--- src/rtl/lcd_cmd_scheduler_if.sv ---
// Command-port bundle between the two requesters, the LCD controller and the scheduler.
// The requester/controller side uses the master modport; the scheduler uses the slave modport.
interface lcd_cmd_scheduler_if #(
  parameter int unsigned CNT_W = 8
);
  logic [3:0]       a_cmd;
  logic             a_valid;
  logic             a_ready;
  logic [3:0]       b_cmd;
  logic             b_valid;
  logic             b_ready;
  logic [3:0]       lcd_cmd;
  logic             lcd_cmd_valid;
  logic             lcd_busy;
  logic             lcd_done;
  logic             grant_id;
  logic [CNT_W-1:0] issued_cnt;
  logic [CNT_W-1:0] err_cnt;
  logic             seq_done;

  modport master (
    output a_cmd, a_valid, b_cmd, b_valid, lcd_busy, lcd_done,
    input  a_ready, b_ready, lcd_cmd, lcd_cmd_valid, grant_id, issued_cnt, err_cnt, seq_done
  );

  modport slave (
    input  a_cmd, a_valid, b_cmd, b_valid, lcd_busy, lcd_done,
    output a_ready, b_ready, lcd_cmd, lcd_cmd_valid, grant_id, issued_cnt, err_cnt, seq_done
  );
endinterface

--- src/rtl/lcd_cmd_scheduler.sv ---
// Round-robin scheduler sharing the LCD controller command port between two FIFO-fed
// requesters; the sequence ends after the first WRITE (code 0) and the controller's done.
module lcd_cmd_scheduler #(
  parameter int unsigned DEPTH = 4,
  parameter int unsigned CNT_W = 8
) (
  input logic              clk,
  input logic              reset,
  lcd_cmd_scheduler_if.slave bus
);
  localparam int unsigned PTR_W = $clog2(DEPTH);
  localparam int unsigned CNT_FW = PTR_W + 1;

  localparam logic [2:0] ST_LOAD   = 3'd0;
  localparam logic [2:0] ST_READY  = 3'd1;
  localparam logic [2:0] ST_ISSUE  = 3'd2;
  localparam logic [2:0] ST_GUARD  = 3'd3;
  localparam logic [2:0] ST_WAIT   = 3'd4;
  localparam logic [2:0] ST_FINISH = 3'd5;
  localparam logic [2:0] ST_DONE   = 3'd6;

  logic [2:0]        state_q, state_d;
  logic [3:0]        lcd_cmd_q, lcd_cmd_d;
  logic              lcd_cmd_valid_q, lcd_cmd_valid_d;
  logic              grant_id_q, grant_id_d;
  logic [CNT_W-1:0]  issued_cnt_q, issued_cnt_d;
  logic [CNT_W-1:0]  err_cnt_q, err_cnt_d;
  logic              seq_done_q, seq_done_d;
  logic              closed_q, closed_d;

  logic [3:0]        mem_a_q [DEPTH];
  logic [3:0]        mem_b_q [DEPTH];
  logic [PTR_W-1:0]  wp_a_q, wp_a_d, rp_a_q, rp_a_d;
  logic [PTR_W-1:0]  wp_b_q, wp_b_d, rp_b_q, rp_b_d;
  logic [CNT_FW-1:0] cnt_a_q, cnt_a_d, cnt_b_q, cnt_b_d;

  logic              a_ready_c, b_ready_c;
  logic              push_a, push_b, store_a, store_b, bad_a, bad_b;
  logic              ne_a, ne_b, pop_a, pop_b, sel_b, flush;
  logic [1:0]        err_inc;
  logic [CNT_W:0]    err_sum;

  // Push-side handshake: illegal codes complete the handshake but are never stored.
  always_comb begin
    a_ready_c = (cnt_a_q != CNT_FW'(DEPTH)) && !closed_q;
    b_ready_c = (cnt_b_q != CNT_FW'(DEPTH)) && !closed_q;
    push_a    = bus.a_valid && a_ready_c;
    push_b    = bus.b_valid && b_ready_c;
    bad_a     = bus.a_cmd >= 4'd12;
    bad_b     = bus.b_cmd >= 4'd12;
    store_a   = push_a && !bad_a;
    store_b   = push_b && !bad_b;
    ne_a      = cnt_a_q != '0;
    ne_b      = cnt_b_q != '0;
    err_inc   = {1'b0, push_a && bad_a} + {1'b0, push_b && bad_b};
    err_sum   = {1'b0, err_cnt_q} + (CNT_W + 1)'(err_inc);
  end

  // Next-state and registered-output logic.
  always_comb begin
    state_d         = state_q;
    lcd_cmd_d       = lcd_cmd_q;
    lcd_cmd_valid_d = 1'b0;
    grant_id_d      = grant_id_q;
    issued_cnt_d    = issued_cnt_q;
    seq_done_d      = seq_done_q;
    closed_d        = closed_q || (push_a && bus.a_cmd == 4'd0) || (push_b && bus.b_cmd == 4'd0);
    err_cnt_d       = err_sum[CNT_W] ? '1 : err_sum[CNT_W-1:0];
    sel_b           = 1'b0;
    pop_a           = 1'b0;
    pop_b           = 1'b0;
    flush           = 1'b0;

    case (state_q)
      ST_LOAD: begin
        if (!bus.lcd_busy) state_d = ST_READY;
      end
      ST_READY: begin
        if (!bus.lcd_busy && (ne_a || ne_b)) begin
          sel_b           = (ne_a && ne_b) ? !grant_id_q : ne_b;
          pop_a           = !sel_b;
          pop_b           = sel_b;
          lcd_cmd_d       = sel_b ? mem_b_q[rp_b_q] : mem_a_q[rp_a_q];
          lcd_cmd_valid_d = 1'b1;
          grant_id_d      = sel_b;
          issued_cnt_d    = (issued_cnt_q == '1) ? issued_cnt_q : issued_cnt_q + CNT_W'(1);
          state_d         = ST_ISSUE;
        end
      end
      ST_ISSUE: state_d = ST_GUARD;
      // Busy only rises one cycle after accept, so it is not trusted here.
      ST_GUARD: state_d = (lcd_cmd_q == 4'd0) ? ST_FINISH : ST_WAIT;
      ST_WAIT: begin
        if (!bus.lcd_busy) state_d = ST_READY;
      end
      ST_FINISH: begin
        flush = 1'b1;
        if (bus.lcd_done) begin
          seq_done_d = 1'b1;
          state_d    = ST_DONE;
        end
      end
      ST_DONE: state_d = ST_DONE;
      default: state_d = ST_LOAD;
    endcase

    wp_a_d  = store_a ? wp_a_q + PTR_W'(1) : wp_a_q;
    rp_a_d  = pop_a ? rp_a_q + PTR_W'(1) : rp_a_q;
    cnt_a_d = cnt_a_q + CNT_FW'(store_a) - CNT_FW'(pop_a);
    wp_b_d  = store_b ? wp_b_q + PTR_W'(1) : wp_b_q;
    rp_b_d  = pop_b ? rp_b_q + PTR_W'(1) : rp_b_q;
    cnt_b_d = cnt_b_q + CNT_FW'(store_b) - CNT_FW'(pop_b);
    if (flush) begin
      wp_a_d  = '0;
      rp_a_d  = '0;
      cnt_a_d = '0;
      wp_b_d  = '0;
      rp_b_d  = '0;
      cnt_b_d = '0;
    end
  end

  always_ff @(posedge clk or posedge reset) begin
    if (reset) begin
      state_q         <= ST_LOAD;
      lcd_cmd_q       <= '0;
      lcd_cmd_valid_q <= 1'b0;
      grant_id_q      <= 1'b1;
      issued_cnt_q    <= '0;
      err_cnt_q       <= '0;
      seq_done_q      <= 1'b0;
      closed_q        <= 1'b0;
      wp_a_q          <= '0;
      rp_a_q          <= '0;
      cnt_a_q         <= '0;
      wp_b_q          <= '0;
      rp_b_q          <= '0;
      cnt_b_q         <= '0;
    end else begin
      state_q         <= state_d;
      lcd_cmd_q       <= lcd_cmd_d;
      lcd_cmd_valid_q <= lcd_cmd_valid_d;
      grant_id_q      <= grant_id_d;
      issued_cnt_q    <= issued_cnt_d;
      err_cnt_q       <= err_cnt_d;
      seq_done_q      <= seq_done_d;
      closed_q        <= closed_d;
      wp_a_q          <= wp_a_d;
      rp_a_q          <= rp_a_d;
      cnt_a_q         <= cnt_a_d;
      wp_b_q          <= wp_b_d;
      rp_b_q          <= rp_b_d;
      cnt_b_q         <= cnt_b_d;
    end
  end

  // Storage is qualified by the pointers, so it needs no reset.
  always_ff @(posedge clk) begin
    if (store_a) mem_a_q[wp_a_q] <= bus.a_cmd;
    if (store_b) mem_b_q[wp_b_q] <= bus.b_cmd;
  end

  assign bus.a_ready       = a_ready_c;
  assign bus.b_ready       = b_ready_c;
  assign bus.lcd_cmd       = lcd_cmd_q;
  assign bus.lcd_cmd_valid = lcd_cmd_valid_q;
  assign bus.grant_id      = grant_id_q;
  assign bus.issued_cnt    = issued_cnt_q;
  assign bus.err_cnt       = err_cnt_q;
  assign bus.seq_done      = seq_done_q;
endmodule
--- src/flat_wrapper.sv ---
// flat-port wrapper written by rule: the top's interface ports become plain ports
module lcd_cmd_scheduler_flat 
#(
  parameter int unsigned DEPTH = 4,
  parameter int unsigned CNT_W = 8
)
  (clk, reset, bus_a_cmd, bus_a_valid, bus_b_cmd, bus_b_valid, bus_lcd_busy, bus_lcd_done, bus_a_ready, bus_b_ready, bus_lcd_cmd, bus_lcd_cmd_valid, bus_grant_id, bus_issued_cnt, bus_err_cnt, bus_seq_done);
  lcd_cmd_scheduler_if #(.CNT_W(CNT_W)) bus_i ();
  input logic clk;
  input logic reset;
  input wire logic [$bits(bus_i.a_cmd)-1:0] bus_a_cmd;
  input wire logic [$bits(bus_i.a_valid)-1:0] bus_a_valid;
  input wire logic [$bits(bus_i.b_cmd)-1:0] bus_b_cmd;
  input wire logic [$bits(bus_i.b_valid)-1:0] bus_b_valid;
  input wire logic [$bits(bus_i.lcd_busy)-1:0] bus_lcd_busy;
  input wire logic [$bits(bus_i.lcd_done)-1:0] bus_lcd_done;
  output wire logic [$bits(bus_i.a_ready)-1:0] bus_a_ready;
  output wire logic [$bits(bus_i.b_ready)-1:0] bus_b_ready;
  output wire logic [$bits(bus_i.lcd_cmd)-1:0] bus_lcd_cmd;
  output wire logic [$bits(bus_i.lcd_cmd_valid)-1:0] bus_lcd_cmd_valid;
  output wire logic [$bits(bus_i.grant_id)-1:0] bus_grant_id;
  output wire logic [$bits(bus_i.issued_cnt)-1:0] bus_issued_cnt;
  output wire logic [$bits(bus_i.err_cnt)-1:0] bus_err_cnt;
  output wire logic [$bits(bus_i.seq_done)-1:0] bus_seq_done;
  assign bus_i.a_cmd = bus_a_cmd;
  assign bus_i.a_valid = bus_a_valid;
  assign bus_i.b_cmd = bus_b_cmd;
  assign bus_i.b_valid = bus_b_valid;
  assign bus_i.lcd_busy = bus_lcd_busy;
  assign bus_i.lcd_done = bus_lcd_done;
  assign bus_a_ready = bus_i.a_ready;
  assign bus_b_ready = bus_i.b_ready;
  assign bus_lcd_cmd = bus_i.lcd_cmd;
  assign bus_lcd_cmd_valid = bus_i.lcd_cmd_valid;
  assign bus_grant_id = bus_i.grant_id;
  assign bus_issued_cnt = bus_i.issued_cnt;
  assign bus_err_cnt = bus_i.err_cnt;
  assign bus_seq_done = bus_i.seq_done;
  lcd_cmd_scheduler #(.DEPTH(DEPTH), .CNT_W(CNT_W)) u_core (.clk(clk), .reset(reset), .bus(bus_i));
endmodule
--- config.mk ---
export PLATFORM = sky130hd
export DESIGN_NAME = lcd_cmd_scheduler_flat
export DESIGN_NICKNAME = d
export VERILOG_FILES = /design/src/rtl/lcd_cmd_scheduler_if.sv /design/src/rtl/lcd_cmd_scheduler.sv /design/src/flat_wrapper.sv
export SDC_FILE = /design/constraint.sdc
export NUM_CORES = 1
export LEC_CHECK = 0
export CELL_PAD_IN_SITES_DETAIL_PLACEMENT = 1
export CELL_PAD_IN_SITES_GLOBAL_PLACEMENT = 2
export CORE_UTILIZATION = 39
export CTS_CLUSTER_DIAMETER = 40
export CTS_CLUSTER_SIZE = 30
export DETAILED_ROUTE_END_ITERATION = 6
export PLACE_DENSITY_LB_ADDON = 0.1
export SYNTH_ARGS = -nofsm -noshare
export SYNTH_HDL_FRONTEND = slang
export SYNTH_SLANG_ARGS = --single-unit
--- constraint.sdc ---
create_clock -name clk -period 3.1 [get_ports clk]
set_clock_uncertainty 0.2 [all_clocks]
set_input_delay 0.62 -clock clk [delete_from_list [all_inputs] [get_ports clk]]
set_output_delay 0.62 -clock clk [all_outputs]
set_load 0.02 [all_outputs]
==> After elaboration in Yosys (flattened, before gate mapping) <==
Memories as Yosys holds them, arrays and structs flattened.
Index checks and enable logic that the tools add are counted.
{ "classes": {"n_addsub": 11, "multipliers": 0, "n_div": 0, "magnitude_cmp": 2, "eq_ne": 12, "shift": 0, "mux": 29, "bitwise_logic": 1, "n_reduce_logical": 36} }
{ "op_table": {"columns": ["cell", "count"], "rows": [
  ["$pmux W3 S6", 1],
  ["$mux W2", 8],
  ["$mux W3", 5],
  ["$mux W1", 13],
  ["$logic_and A1 B1 Y1", 12],
  ["$logic_not A4 Y1", 3],
  ["$add A8 B2 Y9", 1],
  ["$eq A3 B3 Y1 const B", 3],
  ["$add A2 B1 Y2 const B", 4],
  ["$add A8 B1 Y8 const B", 1],
  ["$eq A8 B8 Y1 const B", 1],
  ["$ge A4 B4 Y1 const B", 2],
  ["$mux W8", 1],
  ["$reduce_bool A2 Y1", 4],
  ["$add A3 B1 Y3", 2],
  ["$eq A3 B2 Y1 const B", 2],
  ["$logic_not A1 Y1", 6],
  ["$ne A3 B3 Y1 const B", 2],
  ["$reduce_and A3 Y1", 2],
  ["$reduce_bool A3 Y1", 2],
  ["$sub A3 B1 Y3", 2],
  ["$mux W4", 1],
  ["$ne A2 B2 Y1 const B", 2],
  ["$reduce_and A2 Y1", 2],
  ["7 further kinds", 9]
]} }
{ "totals": {"register_bits": 41, "latchBits": 0, "ramBits": 32, "romBits": 0, "inputBits": 14, "output_inout_bits": 25, "elab_cells": 107, "n_memories": 2} }
{ "mem_list": {"columns": ["memory", "depth", "word_bits", "read_ports", "rd_ports_with_merged_regs", "wr", "line", "source"], "rows": [
  ["u_core.mem_a_q", 4, 4, 1, 0, 1, "lcd_cmd_scheduler.sv:31", "logic [3:0] mem_a_q [DEPTH];"],
  ["u_core.mem_b_q", 4, 4, 1, 0, 1, "lcd_cmd_scheduler.sv:32", "logic [3:0] mem_b_q [DEPTH];"]
]} }

==> Depth between registers and ports, before layout <==
{ "logic_depth": {"depth_word": 8, "ltp_mapped": 13, "ltp_nobuf": 13} }

==> Least setup slack after synthesis <==
Ideal clock, no wire load.
{ "synth_path": {"path_kind": "reg-to-reg", "from": "register u_core.state_q[1]", "to": "register u_core.cnt_b_q[2]", "setup_time_ns": 0.132, "arrival_time_ns": 2.353, "required_ns": 2.768, "setup_slack_ns": 0.415, "stages_incl_launch_ff": 13, "path_buffers": 1, "synth_period_minus_slack_ns": 2.685, "cell_sequence": "dfrtp_1 -> inv_1 -> ha_1 -> nor3b_4 -> and3_1 -> clkbuf_1 -> ha_1 -> inv_1 -> ha_1 -> fa_1 -> xnor2_1 -> xnor2_1 -> nor2_1"} }
{ "synth_via": {"elab_chain_cells": 4, "word_cells_on_any_way": 6, "cone_classes": "add/sub (1); eq/ne (2); mux (3)"} }
{ "synth_rtl": {"columns": ["element", "line", "source"], "rows": [
  ["start, declared", "lcd_cmd_scheduler.sv:22", "logic [2:0] state_q, state_d;"],
  ["start signal, assigned", "lcd_cmd_scheduler.sv:140", "state_q <= state_d;"],
  ["$eq A3 B1 Y1", null, null],
  ["$mux W1", "lcd_cmd_scheduler.sv:74", "case (state_q)"],
  ["$sub A3 B1 Y3", "lcd_cmd_scheduler.sv:112", "cnt_b_d = cnt_b_q + CNT_FW'(store_b) - CNT_FW'(pop_b);"],
  ["$mux W3 *", "lcd_cmd_scheduler.sv:113", "if (flush) begin"],
  ["named net u_core.cnt_b_d[2]", "lcd_cmd_scheduler.sv:35", "logic [CNT_FW-1:0] cnt_a_q, cnt_a_d, cnt_b_q, cnt_b_d;"],
  ["end signal, assigned", "lcd_cmd_scheduler.sv:153", "cnt_b_q <= cnt_b_d;"],
  ["end, declared", "lcd_cmd_scheduler.sv:35", null]
]} }
Mark *: on every way through the listed nets, which the timed path passes. The rest lies on a longest branch.
A chain may end at the register's enable or synchronous reset.

==> Worst setup path after layout <==
{ "layout_path": {"from": "register u_core.state_q[1]", "to": "register u_core.cnt_a_q[2]"} }
{ "layout_via": {"elab_chain_cells": 4, "word_cells_on_any_way": 6, "cone_classes": "add/sub (1); eq/ne (2); mux (3)"} }
{ "layout_rtl": {"columns": ["element", "line", "source"], "rows": [
  ["$eq A3 B1 Y1", null, null],
  ["$mux W1", "lcd_cmd_scheduler.sv:74", null],
  ["$sub A3 B1 Y3", "lcd_cmd_scheduler.sv:109", "cnt_a_d = cnt_a_q + CNT_FW'(store_a) - CNT_FW'(pop_a);"],
  ["$mux W3 *", "lcd_cmd_scheduler.sv:113", null],
  ["named net u_core.cnt_a_d[2]", "lcd_cmd_scheduler.sv:35", null],
  ["end signal, assigned", "lcd_cmd_scheduler.sv:150", "cnt_a_q <= cnt_a_d;"],
  ["end, declared", "lcd_cmd_scheduler.sv:35", null]
]} }
Marked as above.

==> run_results.csv <==
group,metric,value,unit
run_status,outcome,"completed",
pwr,p_per_area,879,nW/um^2
global_route,grt_max_degree,42,
clock_network,cts_tree,"yes",
detailed_routing,drc,0,
floorplan,die_w,95.9,um
yosys,synth_adder_area_share,7.93,%
clock_network,clock-root-buffer,"clkbuf_8",
final_layout,fin_util,50.5,%
pwr,p_leak,0.00174,uW
yosys,yosysSeqAreaShare,57.8,%
yosys,async_flop_share,56.2,%
clock_network,post-cts-setup-buffers,0,
yosys,synth_top_area_share,29.1,%
clock_network,path_clk_slew,0.08,ns
worst_hold_path,holdCritPathClass,"reg2reg",
yosys,synth_compound_area_share,6.33,%
global_route,grt.total_usage,17.6,%
detailed_routing,initialDrtViolationCount,33,
clock_network,cts_inserted_buffers,9,
final_layout,layout_common_cells,"40 x dfrtp_1, 38 x clkdlybuf4s50_1, 32 x edfxtp_1, 20 x inv_1, 17 x ha_1",
critical_path,required,3.11,ns
yosys,syn_avg_cell_area,13.3,um^2
timing,setup_violations,0,
clock_network,cts.htree.levels,3,
clock_network,cts_resized,0,
final_layout,fillCellCount,859,
final_layout,final_common_cell,"dfrtp_1",
yosys,yosys.area.top_type,"dfrtp_1",
pwr,power,3720,uW
clock_network,postCtsHoldBufs,0,
place,place_congestion,0.704,
floorplan,row_count,33,
critical_path,start_kind,"flip-flop",
critical_path,critical_path_class,"reg2reg",
yosys,synth_top_family_by_area,"simple AND/OR/NAND/NOR gates",
yosys,synth_warnings,0,
yosys,synthMuxAreaShare,8.66,%
floorplan,die-area,9200,um^2
critical_path,crit_fanout,5,
timing,drv_slew,0,
clock_network,insertion_delay,0.35,ns
final_layout,syn_to_final_growth,23.0,%
timing,worst_slew_pin_slew,0.564,ns
critical_path,ff2ff_path_depth,13,
global_route,grt_first_pass_wirelength,11.6,mm
final_layout,nNetsFinal,350,
critical_path,endpoint,"u_core.cnt_a_q[2]$_DFF_PP0_",
timing,finalCriticalPeriod,2.85,ns
clock_network,cts_num_sinks,73,
critical_path,startpoint,"u_core.state_q[1]$_DFFE_PP0P_",
timing,finalCritPeriodShare,91.8,%
floorplan,io_pins,39,
critical_path,worstReg2RegStart,"u_core.state_q[1]$_DFFE_PP0P_",
detailed_routing,drt-pass1-iter-count,4,
floorplan,start_util,41.0,%
yosys,synth_edf_count,32,
detailed_routing,drt_wl_total,7.13,mm
flow_run,max_cap_viol_count,0,
pwr,ir_worst_vdd,348,uV
yosys,synthTopCellsByArea,"dfrtp_1 29%, edfxtp_1 28%, ha_1 6.2%, mux4_2 5.2%, and2_1 2.4%",
timing,slew_headroom,62.4,%
yosys,syn_inst,258,
yosys,ys_seq_elements,73,
timing,hold_viol_final,0,
place,hpwl,5.24,mm
final_layout,insertedDiodeCount,0,
place,dp_cells,410,
floorplan,die_h,95.9,um
final_layout,fin_cells,426,
place,io_buffer_count,38,
timing,rsz0062_at_grt,"no",
clock_network,clockBufferDepth,2,
critical_path,cp.arrival,2.86,ns
yosys,syn-num-nets,292,
floorplan,coreArea,8380,um^2
detailed_routing,wire_per_inst,16.7,um
global_route,antenna_found_initial,0,
detailed_routing,vias_per_cell,4.93,
final_layout,drive_above_1_share,14.6,%
yosys,synth.distinct_cells,44,
global_route,grt_pass1_vias,2216,
timing,max_freq,0.351,GHz
critical_path,rr_endpoint,"u_core.cnt_a_q[2]$_DFF_PP0_",
yosys,yosys.area_share.xor_xnor,4.08,%
detailed_routing,drtAntennaViolNets,0,
global_route,overflow,0,
timing,whs,0.273,ns
detailed_routing,vias,2100,
yosys,ys.flop_type,"dfrtp_1",
critical_path,ff2ff_setup_slack,0.25,ns
yosys,synth_area,3440,um^2
critical_path,crit_path_end_kind,"flip-flop",
yosys,synth-simple-area-share,12.3,%
==> worst max-delay path, cell delays in order, from the launching register on <==
cell and delay, ns:
dfrtp_1 0.42, inv_1 0.09, ha_1 0.25, nor3b_4 0.32
o211ai_1 0.17, inv_1 0.08, ha_1 0.22, inv_1 0.05
ha_1 0.13, inv_1 0.04, fa_1 0.37, xor2_1 0.16
xnor2_1 0.16, nor2_1 0.06
==> sequential cells by signal (all words and copies together), names as in the netlist <==
register,count
u_core.closed_q,1
u_core.rp_a_q,2
u_core.mem_b_q,16
u_core.wp_a_q,2
u_core.bus.lcd_cmd,4
u_core.wp_b_q,2
u_core.cnt_b_q,3
u_core.bus.err_cnt,8
u_core.bus.lcd_cmd_valid,1
u_core.cnt_a_q,3
u_core.mem_a_q,16
u_core.rp_b_q,2
u_core.bus.grant_id,1
u_core.state_q,3
u_core.bus.seq_done,1
u_core.bus.issued_cnt,8
==> Yosys cell counts, types with 2 or more instances <==
cell type,count
or3_4,2
nor4_1,3
nand2_1,16
a2111oi_4,2
nor3_1,5
a21oi_1,5
a31oi_1,2
xor2_1,8
xnor2_1,8
clkbuf_1,3
mux4_2,8
and3_1,2
a21o_1,2
nand3_1,10
o21ai_0,9
edfxtp_1,32
and2_1,13
dfrtp_1,40
nor2b_1,2
inv_1,21
mux2i_1,8
nor2_1,16
fa_1,3
ha_1,17
nor3b_1,2
==> metal layers <==
layer / part of all wire [%] / GRT usage (%) / up-vias
met4: 1.2 / 7.46 / 0
met5: 0 / 0 / -
met2: 47 / 28.1 / 31
met3: 2.8 / 3.55 / 7
met1: 49 / 23.4 / 1035
li1: - / - / 1027
==> worst min path at each step <==
stage	startpoint	end	slack (ns)	cells after the start
floorplan	u_core.rp_b_q[1]$_DFFE_PP0P_	u_core.rp_b_q[1]$_DFFE_PP0P_	0.33	1
global placement	u_core.bus.seq_done$_DFFE_PP0P_	u_core.bus.seq_done$_DFFE_PP0P_	0.24	1
detailed placement	u_core.bus.seq_done$_DFFE_PP0P_	u_core.bus.seq_done$_DFFE_PP0P_	0.26	1
CTS	u_core.bus.seq_done$_DFFE_PP0P_	u_core.bus.seq_done$_DFFE_PP0P_	0.28	1
global route	u_core.bus.seq_done$_DFFE_PP0P_	u_core.bus.seq_done$_DFFE_PP0P_	0.31	1
finish	u_core.bus.seq_done$_DFFE_PP0P_	u_core.bus.seq_done$_DFFE_PP0P_	0.27	1
==> where the power goes <==
group	switching, uW	internal, uW
registers	299	1270
clock network	374	370
logic	694	713
==> area by class of cell <==
cell class,instances,area (um^2),share of cell area (%)
flip-flops and latches,73,1990,47.0
multi-input cells,159,1350,32.0
repair buffers,52,485,11.5
well taps,105,131,3.11
clock buffers,9,124,2.93
inverters,21,78.8,1.86
clock inverters,7,70.1,1.66
==> cell families after synthesis <==
group | Yosys count
flops | 73
fa+ha+maj | 20
buf+inv | 26
compound gates | 27
simple gates | 77
xor+xnor | 16
mux | 19
==> metrics by stage <==
stage                     setup TNS [ns]  area, um^2  setup slack [ns]
after CTS                              0        4230             0.215
after global placement           -0.0217        4040           -0.0217
after floorplan                        0        3440             0.415
after global routing                   0        4230          0.000858
after detailed placement         -0.0818        4040           -0.0818
final                                  0        4230             0.254
(Power assumes the default switching activity.)
==> patch 1, RTL diff (same settings) <==
`CNT_W` is set to 8 in 3 places; all go to 9.
--- a/src/rtl/lcd_cmd_scheduler_if.sv
+++ b/src/rtl/lcd_cmd_scheduler_if.sv
@@ -1,7 +1,7 @@
 // Command-port bundle between the two requesters, the LCD controller and the scheduler.
 // The requester/controller side uses the master modport; the scheduler uses the slave modport.
 interface lcd_cmd_scheduler_if #(
-  parameter int unsigned CNT_W = 8
+  parameter int unsigned CNT_W = 9
 );
   logic [3:0]       a_cmd;
   logic             a_valid;
--- a/src/rtl/lcd_cmd_scheduler.sv
+++ b/src/rtl/lcd_cmd_scheduler.sv
@@ -2,7 +2,7 @@
 // requesters; the sequence ends after the first WRITE (code 0) and the controller's done.
 module lcd_cmd_scheduler #(
   parameter int unsigned DEPTH = 4,
-  parameter int unsigned CNT_W = 8
+  parameter int unsigned CNT_W = 9
 ) (
   input logic              clk,
   input logic              reset,
--- a/src/flat_wrapper.sv
+++ b/src/flat_wrapper.sv
@@ -2,7 +2,7 @@
 module lcd_cmd_scheduler_flat 
 #(
   parameter int unsigned DEPTH = 4,
-  parameter int unsigned CNT_W = 8
+  parameter int unsigned CNT_W = 9
 )
   (clk, reset, bus_a_cmd, bus_a_valid, bus_b_cmd, bus_b_valid, bus_lcd_busy, bus_lcd_done, bus_a_ready, bus_b_ready, bus_lcd_cmd, bus_lcd_cmd_valid, bus_grant_id, bus_issued_cnt, bus_err_cnt, bus_seq_done);
   lcd_cmd_scheduler_if #(.CNT_W(CNT_W)) bus_i ();
Interface: changed (resized bus_err_cnt and bus_issued_cnt); port bits go from 39 to 41. No check against the original RTL was run, so the function may have changed too.
==> patch 1 against the original RTL <==
- synthesized area increased by 3.4%
- worst setup slack got worse by 0.0085 ns
- sequential cell count increased by 2
- power increased by 5.6%
- cell area increased by 5.2%
- critical endpoint unchanged
- wire length increased by 5.2%
- count of clock-buffer cells in the layout increased by 1
- via count increased by 6.4%
==> patch 1: results (changes against the original RTL) <==
* Status: finished, final reports clean
* CP max FO at 4 (-1)
* Drt initial violations at 63 (+91%)
* Slew HR at 60.1% (-2.3 points)
* Mapped Nets at 302 (+3.4%)
* Port-buffer cells at 40 (+5.3%)
* Syn Area/Cell at 13.4 sq um (+0.27%)
* Synth Area in Compound Gates at 6.30% (-0.031 points)
* Total Routed Length at 7500 um (+5.2%)
* DR vias/cell at 5.05 (+2.5%)
* Pin count of the biggest net entering global routing at 27 (-36%)
* Placed cells at 426 (+3.9%)
* Worst Path Arrival at 2.89 ns (+0.03 ns)
* Power per cell area at 882 nW/um^2 (+0.34%)
* Final Wtd Congestion at 0.713 (+1.2%)
* DRT met1 WL at 3390 um (-2.9%)
* XOR/XNOR Fraction of Synth Area at 5.17% (+1.1 points)
* Tcrit/Tclk final at 92.1% (+0.28 points)
* Met1 Use GR at 21.9% (-1.4 points)
* Met2 wire length at 3700 um (+10%)
* All-Layer GR Usage at 17.4% (-0.15 points)
* Distinct cells, synth at 52 (+18%)
* Dpl ws at -0.0811 ns (+0.000626 ns)
* Leakage power at 1.88 nW (+7.7%)
* Number of global-route vias before repair at 2497 (+13%)
* DP HPWL at 5540 um (+5.7%)
* Met3 usage at 3.81% (+0.26 points)
* Adder-cell share of the synthesized area at 8.38% (+0.44 points)
* Met3 wire len at 292 um (+46%)
* Post-route core utilization at 50.8% (+0.32 points)
* Hold slack at 0.262 ns (-0.0104 ns)
* GR Util met2 at 29.0% (+0.90 points)
* First-pass GRT wire length at 12700 um (+9.4%)
* Maximum VDD drop at 0.000357 V (+2.7%)
* Async set-reset flop share out of synthesis at 57.3% (+1.2 points)
* # fillers at 916 (+6.6%)
patch 1: cell count changes after synthesis, moves of 3 or more:
cell,delta
and2_1,-4
xnor2_1,+3
a21oi_1,-3
nand3_1,-3
o21ai_0,-4
patch 1: worst max-delay path, delay by kind of cell, from the launching register on:
| family | cells | cell delay (ns) |
|---|---|---|
| adders and majority gates | 4 | 0.94 |
| DFF | 1 | 0.42 |
| and+or+nand+nor | 2 | 0.36 |
| xor gates and xnor gates | 2 | 0.35 |
| buffers and inverters | 4 | 0.30 |
| AOI/OAI and AO/OA | 1 | 0.17 |
patch 1: cell type report:
cell class	count	share of cell area, %
Clock buffer	10	3.09
Clock inverter	6	2.31
Inverter	22	1.86
Multi-Input combinational cell	164	31.7
Sequential cell	75	45.8
Tap cell	108	3.04
Timing Repair Buffer	57	12.1
patch 1: cell families after synthesis:
group | count (synthesis)
AND/OR/NAND/NOR | 77
flip-flops | 75
buffers and inverters | 27
AO/OA/AOI/OAI | 26
adder cells (fa/ha/maj) | 22
XOR/XNOR | 21
multiplexers | 18
==> patch 2, RTL diff (same settings) <==
Made on the original files. Make the reset (`reset`) synchronous in one clocked block.
--- a/src/rtl/lcd_cmd_scheduler.sv
+++ b/src/rtl/lcd_cmd_scheduler.sv
@@ -120,7 +120,7 @@
     end
   end
 
-  always_ff @(posedge clk or posedge reset) begin
+  always_ff @(posedge clk) begin
     if (reset) begin
       state_q         <= ST_LOAD;
       lcd_cmd_q       <= '0;
Function: differs if reset is asserted again (counterexample within 4 cycles, from zero or initial values and one cycle with reset high); with reset held inactive, the same outputs for 10 cycles.
==> patch 2 against the original RTL <==
- wire length up 6.8%
- cell area up 2.4%
- sequential cell count up 4
- critical path depth down 4
- worst setup slack better by 0.069 ns
- power down 17%
- count of clock-buffer cells in the layout unchanged
- synthesized area up 1.4%
- highest routed layer unchanged
==> patch 2: results (changes against the original RTL) <==
* Met1 Use GR at 24.6% (+1.3 points)
* Adder-cell share of the synthesized area at 7.82% (-0.11 points)
* Largest regs: u_core.mem_a_q: 16 flops, u_core.mem_b_q: 16 flops
* Crit-path slowest cell: clkdlybuf4s50_1
* Status: finished, final reports clean
* Synth Area in Compound Gates at 11.3% (+5.0 points)
* Worst-path clk slew at 0.09 ns
* Maximum VDD drop at 0.000265 V (-24%)
* Placed cells at 454 (+11%)
* GR Util met2 at 26.9% (-1.2 points)
* Met3 usage at 3.36% (-0.19 points)
* Met3 wire len at 225 um (+13%)
* Sequential power at 1.29 mW (-18%)
* Post-synth top cells: 45 x dfxtp_1, 32 x edfxtp_1, 26 x nor2_1
* CP max FO at 6 (+1)
* Async set-reset flop share out of synthesis at 0% (-56 points)
* Crit path largest cell delay at 0.45 ns (+0.03 ns)
* Synth area leaders: edfxtp_1 28%, dfxtp_1 26%, ha_1 6.1%, mux4_2 5.2%, a21oi_1 3.3%
* Register area share after synthesis at 53.4% (-4.4 points)
* DRT met1 WL at 3770 um (+7.9%)
* All-Layer GR Usage at 17.7% (+0.076 points)
* Layout cells sized above 1 at 16.3% (+1.7 points)
* Ant. Diodes at 0 (unchanged)
* First-pass GRT wire length at 12100 um (+4.8%)
* Top_reg_cell synth: dfxtp_1
* First-pass detailed-route iteration total at 6 (+2)
* Area after DPL at 4100 sq um (+1.7%)
* Top Family by Delay on Critical Path: simple AND/OR/NAND/NOR gates
* CTS max path bufs at 2 (unchanged)
* Final Non-Filler Cells at 470 (+10%)
* DP HPWL at 5600 um (+6.8%)
* DR vias/cell at 5.16 (+4.6%)
* H-tree Lvls at 3 (unchanged)
* Fin nets at 391 (+12%)
* Distinct cells, synth at 52 (+18%)
* Drt initial violations at 56 (+70%)
* Routed len/inst at 16.2 um (-3.2%)
* Pin count of the biggest net entering global routing at 22 (-48%)
* Leakage power at 1.58 nW (-9.4%)
* Critical Path RT at 3.19 ns (+0.08 ns)
* XOR/XNOR Fraction of Synth Area at 3.27% (-0.81 points)
* Number of flops mapped to enable cells by yosys at 32 (unchanged)
* Worst slew pin tran at 0.652 ns (+0.0882 ns)
* Met2 wire length at 3490 um (+4.1%)
* Net Sw Frac at 33.1% (-3.6 points)
* Combinational power share at 29.9% (-7.9 points)
* Synth Instances at 293 (+14%)
* Root Driver: clkbuf_8
* Setup repair bufs after CTS at 0 (unchanged)
* Final Wtd Congestion at 0.771 (+9.6%)
* Mapped Nets at 327 (+12%)
* Post-cts resize count at 0 (unchanged)
* Antenna violations before repair at 0 (unchanged)
* Post-synthesis mux area share at 6.07% (-2.6 points)
* Comb group at 926 uW (-34%)
* Number of global-route vias before repair at 2405 (+8.5%)
==> patch 2: changes by cell type after synthesis, sizes merged, moves of 6 or more <==
cell / before / now
dfxtp: 0 / 45
dfrtp: 40 / 0
mux2i: 8 / 2
nand2: 16 / 9
nor2: 16 / 26
a21oi: 5 / 23
==> patch 2: tightest hold or removal path, stage by stage, from the launching register on <==
cell and delay (ns):
dfxtp_1 0.34, a31oi_1 0.04, nor2_1 0.07
==> patch 2: path summary, 6_finish.rpt <==
kind | slack [ns] | end | depth (start not counted) | start
setup reg to reg | 0.40 | u_core.cnt_a_q[2]$_SDFF_PP0_ | 10 | u_core.cnt_b_q[1]$_SDFF_PP0_
hold / removal | 0.28 | u_core.bus.seq_done$_SDFFE_PP0P_ | 2 | u_core.bus.seq_done$_SDFFE_PP0P_
hold reg to reg | 0.28 | u_core.bus.seq_done$_SDFFE_PP0P_ | 2 | u_core.bus.seq_done$_SDFFE_PP0P_
setup / recovery | 0.32 | u_core.bus.err_cnt[0]$_SDFF_PP0_ | 9 | bus_a_valid
==> patch 2: final cells by class <==
type,count,area [sq um]
clock buffer,9,124
clock inverter,7,105
inverter,19,71.3
multi-input combinational,189,1480
timing repair buffer,61,553
fill,942,4350
sequential,77,1860
tap,108,135
==> patch 2: through the flow <==
| stage | utilization [%] | setup WS (ns) | hold slack, ns |
|---|---|---|---|
| 3_3_place_gp | 47.3 | 0.0270 | 0.251 |
| 3_5_place_dp | 47.3 | -0.0807 | 0.263 |
| 6_report | 49.9 | 0.323 | 0.277 |
| 2_1_floorplan | - | 0.524 | 0.277 |
| 4_1_cts | 49.9 | 0.312 | 0.287 |
| 5_1_grt | 49.9 | 0.126 | 0.315 |
